**src/rtl/melody_sequencer.sv**
```systemverilog
// melody_sequencer: plays 4-byte ROM note records as a square wave; define MELODY_LOOP_EN to repeat the melody forever.
module melody_sequencer #(
  parameter int CLOCK_HZ      = 25_000_000,
  parameter int ADDRESS_WIDTH = 12
) (
  input  logic                     Clock,
  input  logic                     Reset,
  input  logic                     Start_i,
  input  logic                     Stop_i,
  output logic                     ReadEnable_o,
  output logic [ADDRESS_WIDTH-1:0] Address_o,
  input  logic [7:0]               Data_i,
  output logic                     Tone_o,
  output logic                     Busy_o,
  output logic                     Done_o
);
  localparam int US_CYC = CLOCK_HZ / 1_000_000;
  localparam int PW = US_CYC > 1 ? $clog2(US_CYC) : 1;
  localparam logic [PW-1:0] PRE_LAST = PW'(US_CYC - 1);
  typedef enum logic [1:0] {IDLE, FETCH, PLAY, FIN} state_t;
  state_t state_q, state_d;
  logic cap_q, cap_d;
  logic [1:0] idx_q, idx_d;
  logic [ADDRESS_WIDTH-1:0] base_q, base_d, addr_q, addr_d;
  logic [3:0][7:0] rec_q, rec_d;
  logic [15:0] dur_q, dur_d, hcnt_q, hcnt_d;
  logic [PW-1:0] pre_q, pre_d;
  logic [9:0] ms_q, ms_d;
  logic tone_q, tone_d, done_q, done_d;
  logic us_tick, ms_tick;
  logic [15:0] half;
  assign half = {rec_q[2], rec_q[3]};
  assign us_tick = state_q == PLAY && pre_q == PRE_LAST;
  assign ms_tick = us_tick && ms_q == 10'd999;
  always_comb begin
    state_d = state_q;
    cap_d = cap_q;
    idx_d = idx_q;
    base_d = base_q;
    addr_d = addr_q;
    rec_d = rec_q;
    dur_d = dur_q;
    hcnt_d = hcnt_q;
    pre_d = pre_q;
    ms_d = ms_q;
    tone_d = 1'b0;
    done_d = 1'b0;
    case (state_q)
      IDLE: if (Start_i) begin
        state_d = FETCH;
        base_d = '0;
        addr_d = '0;
        idx_d = 2'd0;
        cap_d = 1'b0;
      end
      FETCH: if (!cap_q) cap_d = 1'b1;
      else begin
        rec_d[idx_q] = Data_i;
        cap_d = 1'b0;
        if (idx_q == 2'd1 && {rec_q[0], Data_i} == 16'd0) begin
          done_d = 1'b1;
`ifdef MELODY_LOOP_EN
          base_d = '0;
          addr_d = '0;
          idx_d = 2'd0;
`else
          state_d = FIN;
`endif
        end else if (idx_q == 2'd3) begin
          state_d = PLAY;
          base_d = base_q + ADDRESS_WIDTH'(4);
          dur_d = {rec_q[0], rec_q[1]};
          pre_d = '0;
          ms_d = '0;
          hcnt_d = '0;
        end else begin
          idx_d = idx_q + 2'd1;
          addr_d = base_q + ADDRESS_WIDTH'(idx_q + 2'd1);
        end
      end
      PLAY: begin
        pre_d = us_tick ? '0 : pre_q + 1'b1;
        ms_d = ms_tick ? 10'd0 : ms_q + {9'd0, us_tick};
        dur_d = ms_tick ? dur_q - 16'd1 : dur_q;
        tone_d = tone_q;
        if (us_tick && half != 16'd0) begin
          hcnt_d = hcnt_q == half - 16'd1 ? 16'd0 : hcnt_q + 16'd1;
          tone_d = hcnt_q == half - 16'd1 ? ~tone_q : tone_q;
        end
        if (ms_tick && dur_q == 16'd1) begin
          state_d = FETCH;
          idx_d = 2'd0;
          cap_d = 1'b0;
          addr_d = base_q;
          tone_d = 1'b0;
        end
      end
      FIN: state_d = IDLE;
      default: state_d = IDLE;
    endcase
    if (Stop_i) begin
      state_d = IDLE;
      cap_d = 1'b0;
      addr_d = addr_q;
      tone_d = 1'b0;
      done_d = 1'b0;
    end
  end
  always_ff @(posedge Clock) begin
    if (!Reset) begin
      state_q <= IDLE;
      cap_q <= 1'b0;
      idx_q <= 2'd0;
      base_q <= '0;
      addr_q <= '0;
      rec_q <= '0;
      dur_q <= '0;
      hcnt_q <= '0;
      pre_q <= '0;
      ms_q <= '0;
      tone_q <= 1'b0;
      done_q <= 1'b0;
    end else begin
      state_q <= state_d;
      cap_q <= cap_d;
      idx_q <= idx_d;
      base_q <= base_d;
      addr_q <= addr_d;
      rec_q <= rec_d;
      dur_q <= dur_d;
      hcnt_q <= hcnt_d;
      pre_q <= pre_d;
      ms_q <= ms_d;
      tone_q <= tone_d;
      done_q <= done_d;
    end
  end
  assign ReadEnable_o = state_q == FETCH && !cap_q;
  assign Address_o = addr_q;
  assign Tone_o = tone_q;
  assign Busy_o = state_q != IDLE;
  assign Done_o = done_q;
endmodule

```
**config.mk**
```make
export PLATFORM = sky130hd
export DESIGN_NAME = melody_sequencer
export DESIGN_NICKNAME = d
export VERILOG_FILES = /design/src/rtl/melody_sequencer.sv
export SDC_FILE = /design/constraint.sdc
export NUM_CORES = 1
export LEC_CHECK = 0
export BUFFER_PORTS_ARGS = -buffer_cell sky130_fd_sc_hd__buf_2
export CAP_MARGIN = 20
export CORE_UTILIZATION = 56
export DETAILED_ROUTE_END_ITERATION = 8
export PLACE_DENSITY = 0.86
export SYNTH_ARGS = -nofsm -noshare
export SYNTH_HDL_FRONTEND = slang
export SYNTH_SLANG_ARGS = --single-unit
```
**constraint.sdc**
```tcl
create_clock -name Clock -period 2.4 [get_ports Clock]
set_input_delay 0.36 -clock Clock [delete_from_list [all_inputs] [get_ports Clock]]
set_output_delay 0.36 -clock Clock [all_outputs]
set_load 0.01 [all_outputs]
```
==> run metrics, run 1 <==
status finished with violations; failing checks negative setup slack; CTS Sinks about 110; largest cells by area after synthesis dfxtp_1, mux2i_1, xnor2_1, nand2_1, ha_1; Max Freq approximately 410 MHz; crit path DAT 2.69 ns; root buffer cell clkbuf_16; hold_buf cts 0; Min-Delay Path Class in2reg; most common cell after layout, fill and taps aside dfxtp_1; vias in the first global route between 5000 and 6000; net switching power approximately 0.00089 W; Starting Density between 50 and 60%; crit path launch type register; largest area contributor in the netlist dfxtp_1; DRC 0; global placement routability congestion 0.926; Tcrit/Tclk final 102%; Pins Over Slew Limit 0; P_int around 0.0029 W; initial detailed-routing violation count between 200 and 300; Clock transition at path regs 0.08 ns; total global-route track usage around 27%; GRT Residual Overflow 0; number of H-tree levels 3; DRT Wirelength between 15 and 20 mm; Design Power approximately 0.0038 W; most frequent cells in the layout dfxtp_1, nand2_1, nor2_1; initial antenna violation count 0; Gate power share under 10%; Yosys reg bits between 100 and 150; filler instances 884; Max clock buf depth 2; pin count of the biggest net entering global routing between 50 and 60; share of cells above drive strength 1 about 17%; CTS tree yes; die width ~110 um; Peak VDD IR 0.461 mV; sw frac 23.6%; DR vias/cell between 6 and 7; Setup CP Type reg2reg; EDFF count, synth 0; Clock Skew around 0.011 ns; relative slew slack 57.2%; via count about 5600; first-pass detailed-route iteration total 5; area of the core roughly 11000 sq um; Most used DFF post-synth dfxtp_1; Yosys cell types 71; Clk pwr share approximately 43%; Cells after DPL ~910; RSZ-0062 raised after global routing yes; post-synthesis sequential area ratio roughly a third; largest fanout on the critical path 7; area delta synth->final 13.0%; Worst setup EP type register; Post-Place Worst Slack -0.0519 ns; Yosys warning count 0; leakage ~2.8 nW; I/O pins 28; Syn Area/Cell between 8 and 9 sq um; hpwl dp 11.1 mm; total CTS buffers 9; first-pass GRT wire length ~25 mm; die area between 10000 and 15000 sq um; final hold viol count 0; top-area cell type share of the netlist area 34.1%; Final min period between 2 and 2.5 ns; number of routed nets with antenna violations 0; Die Ht about 110 um; sequential share of power between 40% and 50%; Nets about 810; worst endpoint required time roughly 2.6 ns; max-cap violations 0; asr flop ratio synth 0%; I/O Buffers 27; Worst-Margin Slew ~0.64 ns; cell area after synthesis around 6300 sq um; setup violators final 14; # diodes 0; Post-Synthesis Cells 745; clock latency on the worst-skew pair 0.35 ns; Avg WL per Cell about 17 um; TNS Setup -0.466 ns; Power Dens Cells ~520 nW/um^2; row count 38; Mapped Nets a little under 800; Non-Filler Instances about 930; Final WS setup -0.0511 ns
-- area by class of cell --
| cell class | count | area, sq um | area share, % |
|---|---|---|---|
| clock inverter | 5 | 82.6 | 1.15 |
| inverter | 18 | 67.6 | 0.944 |
| sequential | 108 | 2160 | 30.2 |
| tap | 140 | 175 | 2.45 |
| multi-input combinational | 577 | 3950 | 55.1 |
| clock buffer | 11 | 243 | 3.39 |
| timing repair buffer | 67 | 482 | 6.73 |
-- per-stage QoR --
stage / cell area [sq um] / hold WS [ns] / utilization (%)
after floorplan: 6360 / 0.463 / -
after CTS: 7100 / 0.310 / 64.9
after detailed placement: 6750 / 0.456 / 61.7
after global routing: 7160 / 0.328 / 65.5
after global placement: 6750 / 0.445 / 61.7
final: 7160 / 0.324 / 65.5
-- cell usage after synthesis, types with 4 or more instances --
library cell,count
nor4_1,17
o31ai_1,5
nor4b_1,7
o221a_2,6
o211ai_1,6
nand4_1,15
inv_1,17
nor3_2,11
a21oi_1,21
and4_1,6
or3_1,10
dfxtp_1,108
nor2_1,57
xnor2_1,48
o21a_1,4
and3_1,4
mux2i_1,45
and2_1,8
a21boi_0,15
clkbuf_1,30
a31oi_1,6
nand2_1,88
nand3_1,25
o21ai_0,32
nor3_1,28
ha_1,20
xor2_1,11
nor2b_1,32
-- power groups by stage --
stage	logic, W	registers (W)	clock network, W
after floorplan	0.000199	0.00186	0
after global placement	0.000294	0.00186	0
after detailed placement	0.000302	0.00186	0
after CTS	0.000305	0.00182	0.00165
after global routing	0.000339	0.00182	0.00171
final	0.000312	0.00182	0.00162
-- final timing paths --
check                                   from            to  slack, ns  depth (start not counted)
worst min register to register  Address_o[7]  Address_o[7]       0.46                          2
worst max-delay path                 half[1]     hcnt_q[9]      -0.05                         10
worst max register to register       half[1]     hcnt_q[9]      -0.05                         10
worst min-delay path               Data_i[7]       half[7]       0.32                          3
-- layer usage --
metal	wire, um	up-vias	share of wire, %	track usage (%)
met2	7560	176	49	47.9
met3	978	22	6.3	5.85
met4	240	0	1.6	8.40
met5	0	-	0	0
li1	-	2712	-	-
met1	6670	2681	43	33.1
-- sequential cells by signal, summed over array words and instances (netlist names) --
register	count
Address_o	12
Done_o	1
rec_q	16
hcnt_q	16
dur_q	16
ms_q	10
half	16
Tone_o	1
idx_q	2
state_q	2
cap_q	1
pre_q	5
base_q	10
-- kinds of logic after synthesis --
group | after synthesis | share of synthesized area (%)
and+or+nand+nor | 331 | 28.4
xor gates and xnor gates | 59 | 8.16
muxes | 45 | 7.11
adders and majority gates | 20 | 3.95
DFF | 108 | 34.1
buffers and inverters | 60 | 4.62
AOI/OAI and AO/OA | 122 | 13.6
-- timing repair --
item | in CTS | in global routing
resized for setup | 4 | 6
setup endpoints to repair | 2 | 35
pin swaps | 7 | 4
setup buffers | 2 | 1
cloned | 0 | 1
-- worst max-delay path, cell delays in order, from the launching register on --
cell and delay [ns]:
dfxtp_2 0.33, inv_2 0.06, ha_4 0.13, or3b_4 0.37, or4_4 0.54, nand2_1 0.10
o2111ai_2 0.17, nor4_4 0.24, buf_4 0.18, clkbuf_16 0.16, nor3_2 0.04
No activity file was read; power rests on OpenSTA's default activity.
==> inputs of run 2 (changes only) <==
CORE_UTILIZATION = 60   (was 56)
PLACE_DENSITY = 0.88   (was 0.86)
clock period = 2.65 ns   (was 2.4 ns; I/O delays follow)
==> run 2 against run 1 <==
Compared with the run above:
- the flow now finishes without violations
- setup slack gained 0.15 ns
- critical path depth shrank 2
- sequential power shrank 9%
- register-to-register slack gained 0.15 ns
- via count shrank 1.4%
- utilization grew 1.1 points
- clock-buffer cell count shrank 2
- critical path type unchanged
==> run metrics, run 2 (same netlist as run 1, synthesis figures left out) <==
status finished, final reports clean; pin count of the biggest net entering global routing 38; crit path launch type register; Nets about 800; Core Util, Final about 67%; Met3 Wirelength between 800 and 900 um; Die Ht about 100 um; GRT Residual Overflow 0; max-cap violations 0; Peak VDD IR 0.452 mV; Min-Delay Path Class in2reg; Pins Over Slew Limit 0; Post-Route M1 WL between 6 and 7 mm; Worst-Margin Slew 0.675 ns; root buffer cell clkbuf_8; Highest Signal Layer met4; relative slew slack 54.7%; clock latency on the worst-skew pair 0.40 ns; CTS tree yes; leakage around 2.6 nW; largest fanout on the critical path 6; Worst setup EP type register; row count 37; Tcrit/Tclk final ~96%; Max Freq between 300 and 400 MHz; Avg WL per Cell around 16 um; area delta synth->final 7.94%; Max clock buf depth 2; most frequent cells in the layout dfxtp_1, nand2_1, nor2_1; hpwl dp 10.6 mm; die area 11000 sq um; share of cells above drive strength 1 roughly 14%; Clock Skew approximately 0.011 ns; global placement routability congestion about 0.89; TNS Setup 0 ns; Clock transition at path regs about 0.11 ns; # diodes 0; I/O pins 28; DRC 0; filler instances around 860; initial antenna violation count 0; vias in the first global route ~5300; final hold viol count 0; first-pass GRT wire length around 24 mm; Starting Density between 60% and 70%; die width 105 um; Setup CP Type reg2reg; number of routed nets with antenna violations 0; crit path DAT 2.85 ns; DRT Wirelength 14.6 mm; first-pass detailed-route iteration total 5; RSZ-0062 raised after global routing yes; CTS Sinks ~110; DR vias/cell 6.10; setup violators final 0; total global-route track usage 27.3%; Final min period ~2.6 ns; area of the core approximately 10000 sq um; Power Dens Cells between 400 and 500 nW/um^2; most common cell after layout, fill and taps aside dfxtp_1; total CTS buffers 9; initial detailed-routing violation count roughly 360; Design Power between 0.002 and 0.003 W; Hold WS a little under 0.3 ns; number of H-tree levels 3; worst endpoint required time roughly 3 ns; metal2 WL between 7 and 8 mm; via count 5511; I/O Buffers 27
run 2: cell types whose count changed in the layout (fill, tap and decap cells not counted), moves of 2 or more:
cell and delta:
buf_4 -15, clkbuf_8 +8, clkbuf_16 -10, inv_8 +2
run 2: final cells by class:
class                           instances  area [sq um]  area share (%)
Multi-Input combinational cell        577          3920            57.3
Sequential cell                       108          2160            31.7
Timing Repair Buffer                   49           313            4.57
Tap cell                              136           170            2.49
Clock buffer                            9           124            1.81
Clock inverter                          7          82.6            1.21
Inverter                               18          67.6           0.988
run 2: critical path, stage by stage (launching register included):
cell,delay (ns)
dfxtp_2,0.35
inv_2,0.06
ha_4,0.15
or3b_4,0.39
or4_4,0.57
a2111oi_4,0.29
o211ai_1,0.16
nor4_2,0.38
o31ai_1,0.10
run 2: metal layers:
layer  up-vias  track usage, %
met5         -               0
met4         0            10.2
met3        20            5.55
met2       180            47.1
met1      2644            33.6
li1       2667               -
run 2: path summary, 6_finish.rpt:
kind | from | to | slack [ns] | depth (start not counted)
setup / recovery | half[0] | hcnt_q[1] | 0.1 | 8
hold / removal | Data_i[3] | half[3] | 0.29 | 3
setup reg to reg | half[0] | hcnt_q[1] | 0.1 | 8
hold reg to reg | Address_o[2] | Address_o[2] | 0.47 | 2
run 2: metrics by stage:
stage	worst slack [ns]	instance area, sq um	std cells
4_1_cts	0.0553	6800	903
3_5_place_dp	0.0765	6590	887
5_1_grt	-0.0287	6840	904
3_3_place_gp	0.173	6590	887
6_report	0.0953	6840	904
2_1_floorplan	0.187	6330	745
run 2: repair_timing:
action | in CTS | in global routing
gates resized for setup | 0 | 8
buffers inserted | 0 | 1
hold buffers | 0 | 0
setup endpoints to repair | 0 | 8
run 2: report_power, final:
part	switching, W	internal (W)	leakage [nW]
clock	0.000611	0.000453	0.104
sequential	0.0000140	0.00163	0.872
combinational	0.000172	0.0000948	1.65
total	0.000797	0.00218	2.63
